===== config.mk =====
export PLATFORM = sky130hd
export DESIGN_NAME = dpsram_accum_ctrl
export DESIGN_NICKNAME = d
export VERILOG_FILES = /design/src/rtl/dpsram_accum_ctrl.sv
export SDC_FILE = /design/constraint.sdc
export NUM_CORES = 1
export LEC_CHECK = 0
export BUFFER_PORTS_ARGS = -buffer_cell sky130_fd_sc_hd__buf_4
export CAP_MARGIN = 20
export CORE_ASPECT_RATIO = 2
export CORE_UTILIZATION = 54
export DETAILED_ROUTE_END_ITERATION = 12
export PLACE_DENSITY = 0.79
export SLEW_MARGIN = 20
export SYNTH_ARGS = -nofsm -noshare
export SYNTH_HDL_FRONTEND = slang
export SYNTH_SLANG_ARGS = --single-unit

===== constraint.sdc =====
create_clock -name CLK -period 2.7 [get_ports CLK]
set_input_delay 0.135 -clock CLK [delete_from_list [all_inputs] [get_ports CLK]]
set_output_delay 0.135 -clock CLK [all_outputs]
set_load 0.02 [all_outputs]

===== src/rtl/dpsram_accum_ctrl.sv =====
// Read-modify-write accumulator for a 128-bin frame held in a dual-port SRAM,
// followed by a valid/ready readout of the accumulated bins.
module dpsram_accum_ctrl #(
    parameter int ADDR_W = 7,
    parameter int DATA_W = 13,
    parameter int IN_W   = 8,
    parameter int NAVG_W = 8
) (
    input  logic              CLK,
    input  logic              RST,
    input  logic              start,
    input  logic [NAVG_W-1:0] cfg_navg,
    input  logic              in_valid,
    input  logic [IN_W-1:0]   in_data,
    output logic              in_ready,
    output logic              out_valid,
    output logic [DATA_W-1:0] out_data,
    output logic              out_last,
    input  logic              out_ready,
    output logic              busy,
    output logic              done,
    output logic              sat_flag,
    output logic [ADDR_W-1:0] ram_a_addr,
    output logic [DATA_W-1:0] ram_a_din,
    output logic              ram_a_wen,
    output logic [ADDR_W-1:0] ram_b_addr,
    input  logic [DATA_W-1:0] ram_b_dout,
    output logic [2:0]        o_dbg_state
);

    localparam logic [2:0] S_IDLE     = 3'd0;
    localparam logic [2:0] S_ACCUM    = 3'd1;
    localparam logic [2:0] S_DRAIN    = 3'd2;
    localparam logic [2:0] S_RD_ADDR  = 3'd3;
    localparam logic [2:0] S_RD_DATA  = 3'd4;
    localparam logic [2:0] S_OUT_HOLD = 3'd5;

    localparam logic [ADDR_W-1:0] LAST_BIN = '1;
    localparam logic [ADDR_W-1:0] ADDR_ONE = ADDR_W'(1);
    localparam logic [NAVG_W-1:0] NAVG_ONE = NAVG_W'(1);
    localparam logic [DATA_W-1:0] SAT_MAX  = '1;

    logic [2:0]        r_state;
    logic [NAVG_W-1:0] r_navg;
    logic [NAVG_W-1:0] r_frame;
    logic [ADDR_W-1:0] r_bin;
    logic [ADDR_W-1:0] r_rd_ptr;
    logic              r_s1_valid;
    logic [ADDR_W-1:0] r_s1_bin;
    logic [IN_W-1:0]   r_s1_data;
    logic              r_s1_first;

    logic [DATA_W-1:0] w_prev;
    logic [DATA_W:0]   w_sum_ext;
    logic              w_sat;
    logic [DATA_W-1:0] w_sum;

    // Handshakes: a sample moves when in_valid & in_ready at CLK; a readout
    // word moves when out_valid & out_ready at CLK, and is held until then.
    assign in_ready    = (r_state == S_ACCUM);
    assign busy        = (r_state != S_IDLE);
    assign o_dbg_state = r_state;

    // The first frame ignores stale RAM contents, so no clear pass is needed.
    assign w_prev    = r_s1_first ? {DATA_W{1'b0}} : ram_b_dout;
    assign w_sum_ext = {1'b0, w_prev} + {{(DATA_W + 1 - IN_W){1'b0}}, r_s1_data};
    assign w_sat     = w_sum_ext[DATA_W];
    assign w_sum     = w_sat ? SAT_MAX : w_sum_ext[DATA_W-1:0];

    assign ram_a_wen  = r_s1_valid;
    assign ram_a_addr = r_s1_valid ? r_s1_bin : {ADDR_W{1'b0}};
    assign ram_a_din  = r_s1_valid ? w_sum : {DATA_W{1'b0}};

    always_comb begin
        ram_b_addr = {ADDR_W{1'b0}};
        if (r_state == S_ACCUM) begin
            ram_b_addr = r_bin;
        end else if (r_state == S_RD_ADDR) begin
            ram_b_addr = r_rd_ptr;
        end
    end

    always_ff @(posedge CLK) begin
        if (RST) begin
            r_state    <= S_IDLE;
            r_navg     <= '0;
            r_frame    <= '0;
            r_bin      <= '0;
            r_rd_ptr   <= '0;
            r_s1_valid <= 1'b0;
            r_s1_bin   <= '0;
            r_s1_data  <= '0;
            r_s1_first <= 1'b0;
            out_valid  <= 1'b0;
            out_data   <= '0;
            out_last   <= 1'b0;
            done       <= 1'b0;
            sat_flag   <= 1'b0;
        end else begin
            done       <= 1'b0;
            r_s1_valid <= 1'b0;
            if (r_s1_valid && w_sat) begin
                sat_flag <= 1'b1;
            end
            case (r_state)
                S_IDLE: begin
                    if (start) begin
                        r_navg   <= (cfg_navg == '0) ? NAVG_ONE : cfg_navg;
                        r_frame  <= '0;
                        r_bin    <= '0;
                        sat_flag <= 1'b0;
                        r_state  <= S_ACCUM;
                    end
                end
                S_ACCUM: begin
                    if (in_valid) begin
                        r_s1_valid <= 1'b1;
                        r_s1_bin   <= r_bin;
                        r_s1_data  <= in_data;
                        r_s1_first <= (r_frame == '0);
                        r_bin      <= r_bin + ADDR_ONE;
                        if (r_bin == LAST_BIN) begin
                            r_frame <= r_frame + NAVG_ONE;
                            if (r_frame == r_navg - NAVG_ONE) begin
                                r_state <= S_DRAIN;
                            end
                        end
                    end
                end
                S_DRAIN: begin
                    r_rd_ptr <= '0;
                    r_state  <= S_RD_ADDR;
                end
                S_RD_ADDR: begin
                    r_state <= S_RD_DATA;
                end
                S_RD_DATA: begin
                    out_data  <= ram_b_dout;
                    out_valid <= 1'b1;
                    out_last  <= (r_rd_ptr == LAST_BIN);
                    r_state   <= S_OUT_HOLD;
                end
                S_OUT_HOLD: begin
                    if (out_ready) begin
                        out_valid <= 1'b0;
                        out_last  <= 1'b0;
                        if (r_rd_ptr == LAST_BIN) begin
                            done    <= 1'b1;
                            r_state <= S_IDLE;
                        end else begin
                            r_rd_ptr <= r_rd_ptr + ADDR_ONE;
                            r_state  <= S_RD_ADDR;
                        end
                    end
                end
                default: begin
                    r_state <= S_IDLE;
                end
            endcase
        end
    end

endmodule

== Yosys cells after proc, flatten, opt, wreduce, memory -nomap -nowiden ==
Index checks and enable logic that the tools add are counted.
W data, S select, Z words.
Storage, ports and cells
  register bits after elaboration: 67
  bits in latches: 0
  memory bits (writable): 0
  ROM bits: 0
  input port bits: 34
  output and inout port bits: 50
  logic and storage cells: 85
  memories: 0
Operators by class
  add/sub/neg operators: 5
  multipliers: 0
  div/mod/pow operators: 0
  order comparisons: 0
  equality and inequality tests: 14
  shifts and indexed selects: 0
  multiplexer cells: 32
  bitwise gates (word level): 3
  reduce and logical (&&, ||, !) cells: 17
Operators by type and width (count)
  $mux W7: 7
  $mux W13: 3
  $mux W8: 4
  $pmux W7 S2: 2
  $pmux W3 S6: 1
  $logic_not A8 Y1: 2
  $pmux W8 S2: 1
  $mux W3: 5
  $add A13 B8 Y14: 1
  $add A7 B1 Y7 const B: 2
  $eq A7 B7 Y1 const B: 2
  $add A8 B1 Y8 const B: 1
  $eq A8 B8 Y1: 1
  $ne A2 B2 Y1 const B: 4
  $sub A8 B1 Y8 const B: 1
  $eq A3 B2 Y1 const B: 2
  $eq A3 B3 Y1 const B: 2
  $mux W1: 6
  $reduce_and A2 Y1: 3
  $reduce_and A3 Y1: 2
  $reduce_bool A2 Y1: 3
  $reduce_and A5 Y1: 1
  $ne A2 B1 Y1 const B: 2
  $pmux W1 S2: 2
  other kinds (9): 11

== Longest topological paths before layout ==
  word-level depth: 6
  gate-level depth with buffers: 11
  gate-level depth less buffers: 10

== Least setup slack after synthesis ==
OpenSTA, ideal clock, no wires.
  path kind: register -> output
  start point: register r_s1_first
  end point: output port ram_a_din[9]
  data arrival time: 2.363 ns
  data required time: 2.565 ns
  path slack: 0.202 ns
  cell stages (with the launch flop): 10
  buffers on the path: 1
  cell sequence: dfxtp_1 buf_1 nor2b_1 ha_1 a21oi_1 nor2_1 a311oi_2 o21ai_0 xnor2_1 o31ai_1
On the way
  word-level cells in the longest chain between the ends: 4
RTL lines
  from (decl): RTL line 51  | logic r_s1_first;
  from (signal assigned): RTL line 120  | r_s1_first <= (r_frame == '0);
  $mux W13: RTL line 65  | assign w_prev = r_s1_first ? {DATA_W{1'b0}} : ram_b_dout;
  $add A13 B8 Y14: RTL line 66  | assign w_sum_ext = {1'b0, w_prev} + {{(DATA_W + 1 - IN_W){1'b0}}, r_s1_data};
  $mux W13: RTL line 68  | assign w_sum = w_sat ? SAT_MAX : w_sum_ext[DATA_W-1:0];
  $mux W13: RTL line 72  | assign ram_a_din = r_s1_valid ? w_sum : {DATA_W{1'b0}};
  to (decl): RTL line 24  | output logic [DATA_W-1:0] ram_a_din,
No other way between the ends.

== Final worst setup path ==
  start point: register r_s1_first
  end point: output port ram_a_din[12]
The elaborated chain is that of the path after synthesis.

==> flow_metrics.tcl <==
set metrics [dict create \
    outcome "finished with violations" \
    violations "setup timing" \
    rsz0062_at_grt "yes" \
    num-nets-final 621 \
    avgViaCountPerCell 5.73 \
    period_needed_ns 2.78 \
    synth_nets 535 \
    vias 3814 \
    post-synth-top-area-fraction_pct 36.4 \
    ys_warn_count 0 \
    drive_gt1_share_pct 23.9 \
    critical_path_class "flop to output port" \
    setup_slack_ns -0.0844 \
    synth_top_area_cell "dfxtp_1" \
    antennaDiodeCount 0 \
    hold_viol_final 0 \
    synth_area_per_cell_um2 7.57 \
    hold_path_class "primary input to flop" \
    crit_path_end_kind "output port" \
    async_flop_share_pct 0 \
    io_buffers 83 \
    placed_area_mm2 0.00438 \
    synthSimpleGateAreaFrac_pct 28.3 \
    area.growth.synth_to_final_pct 31.4 \
    finClkSkew_ns 0.00451 \
    synthMuxAreaShare_pct 2.75 \
    wl_per_cell_um 16.6 \
    peakVddDrop_v 0.000415 \
    min_period_over_period_pct 103 \
    hpwl_mm 7.80 \
    synth_edf_count 0 \
    relSlewSlack_pct 61.1 \
    cts_root_buffer "clkbuf_16" \
    cap_violations 0 \
    cp.arrival_ns 2.65 \
    cts_sinks 67 \
    drt-pass1-iter-count 4 \
    yosysUniqueCellTypes 55 \
    synth_top_family_by_area "simple AND/OR/NAND/NOR gates" \
    antenna_found_initial 0 \
    grt_pass1_wl_mm 16.3 \
    ys.flop_type "dfxtp_1" \
    synth.most_common_cell "nand2_1" \
    synth_area_mm2 0.00369 \
    cp_data_required_time_ns 2.57 \
    die_w_um 60.4 \
    wl_mm 11.1 \
    synth-compound-area-share_pct 16.5 \
    design_area_mm2 0.00484 \
    whs_ns 0.0611 \
    critPathSlowestCell "fa_2" \
    synth-xor-area-share_pct 6.65 \
    start_util_pct 55.7 \
    path_max_fanout 6 \
    grt.total_usage_pct 30.6 \
    design.core.area_mm2 0.00662 \
    grt_max_degree 50 \
    synthAdderAreaFrac_pct 4.95 \
    ys_ff_latch 67 \
    worst_slew_pin_slew_ns 0.582 \
    drc 0 \
    cp_cell_sequence "nor2b_2, ha_2, inv_2, fa_2, nor2b_2, o21ai_2, a21oi_2, o22ai_4, o311ai_2, o211ai_1, buf_4" \
    p_per_area_mw_per_mm2 519 \
    yosysSeqAreaShare_pct 36.4 \
    p_leak_nw 1.97 \
    dr.first_iter.drc_count 281 \
    startpoint_type "flop" \
    max_freq_mhz 359 \
    synthTopCellsByArea "dfxtp_1, nand2_1, a21oi_1" \
    ant_nets 0 \
    syn_inst 487 \
    first_global_vias 3595 \
    overflow 0 \
    clk_latency_ns 0.33 \
    h-tree-depth 3 \
    setup_viol 3 \
    max_stage_delay_ns 0.37 \
    fillCellCount 531 \
    cts_tree "built" \
    die_area_mm2 0.00718 \
    dieHeight_um 119 \
    cts_buffers 9 \
    cts.clk_slew.worst_paths_ns 0.05 \
    drv_slew 0 \
    io_pins 84 \
    cp_common_cell "nor2b_2" \
    place.gp.congestion 0.919 \
    ys_top_cells_by_count "nand2_1, dfxtp_1, a21oi_1" \
    clock_path_buffers 2 \
    rows 42 \
]
critical path, delay by kind of cell, from the launching register on:
family,cells,cell delay (ns)
compound gates,5,0.88
fa+ha+maj,2,0.56
buf+inv,2,0.23
flops,1,0.36
simple gates,2,0.28
final timing paths:
check | start | end | depth (start not counted) | slack, ns
setup / recovery | r_s1_first | ram_a_din[12] | 11 | -0.08
hold / removal | in_data[2] | r_s1_data[2] | 3 | 0.06
setup reg to reg | r_s1_first | sat_flag | 12 | 0.55
hold reg to reg | r_s1_bin[5] | r_s1_bin[5] | 2 | 0.45
stage by stage:
step | setup WS [ns] | total power, mW | cells | TNS (ns) | utilization, %
after floorplan | 0.202 | 1.25 | 487 | 0 | -
after global placement | 0.211 | 1.35 | 641 | 0 | 66.2
after detailed placement | 0.101 | 1.36 | 641 | 0 | 66.2
after CTS | 0.0117 | 2.50 | 660 | 0 | 71.3
after global routing | -0.208 | 2.61 | 666 | -1.12 | 73.2
final | -0.0844 | 2.52 | 666 | -0.150 | 73.2
final cells by class:
class	instances	area (um2)	share of cell area (%)
Inverter	20	75.1	1.55
Clock inverter	2	35.0	0.723
Timing Repair Buffer	99	754	15.6
Sequential cell	67	1350	27.8
Tap cell	88	110	2.27
Clock buffer	14	254	5.24
Multi-Input combinational cell	376	2270	46.9
registers in the layout (all words and copies together), names as in the netlist:
name / flops
out_last: 1
r_bin: 7
out_valid: 1
r_s1_data: 8
out_data: 13
r_navg: 8
r_s1_first: 1
r_frame: 8
ram_a_wen: 1
sat_flag: 1
done: 1
o_dbg_state: 3
r_rd_ptr: 7
r_s1_bin: 7
per-layer routing:
metal	vias to the layer above	wire, um	track usage (%)
li1	1842	-	-
met1	1778	3740	28.2
met2	141	5990	54.1
met3	53	576	7.93
met4	0	747	21.7
met5	-	0	0
where the power goes:
group | switching [mW] | internal [mW]
combinational | 0.199 | 0.147
clock | 0.393 | 0.739
sequential | 0.0294 | 1.01
cell families (layout without fill, tap and decap cells):
logic type | Yosys count | count (layout)
xor gates and xnor gates | 28 | 28
adders and majority gates | 14 | 14
DFF | 67 | 67
and+or+nand+nor | 222 | 222
AOI/OAI and AO/OA | 102 | 102
buffers and inverters | 44 | 135
muxes | 10 | 10
repair_timing:
action                                  in CTS  in global routing
buffers inserted                             3                  5
resized for setup                            7                 23
cloned                                       0                  1
endpoints found under the setup margin      13                 13
hold buffers                                 0                  0
pin swaps                                    3                 11
cell usage in the layout, fill, tap and decap left out, types with 9 or more instances in the layout:
cell       instances
inv_1             17
nor2_1            42
nand3_1           14
ha_1              10
xnor2_1           10
and2_1             9
nand2_1           99
mux2i_1            9
buf_4             96
nor3_1            13
a21oi_1           49
xor2_1            18
dfxtp_1           66
clkbuf_16          9
Note: power is estimated with default switching activity, not from simulation.
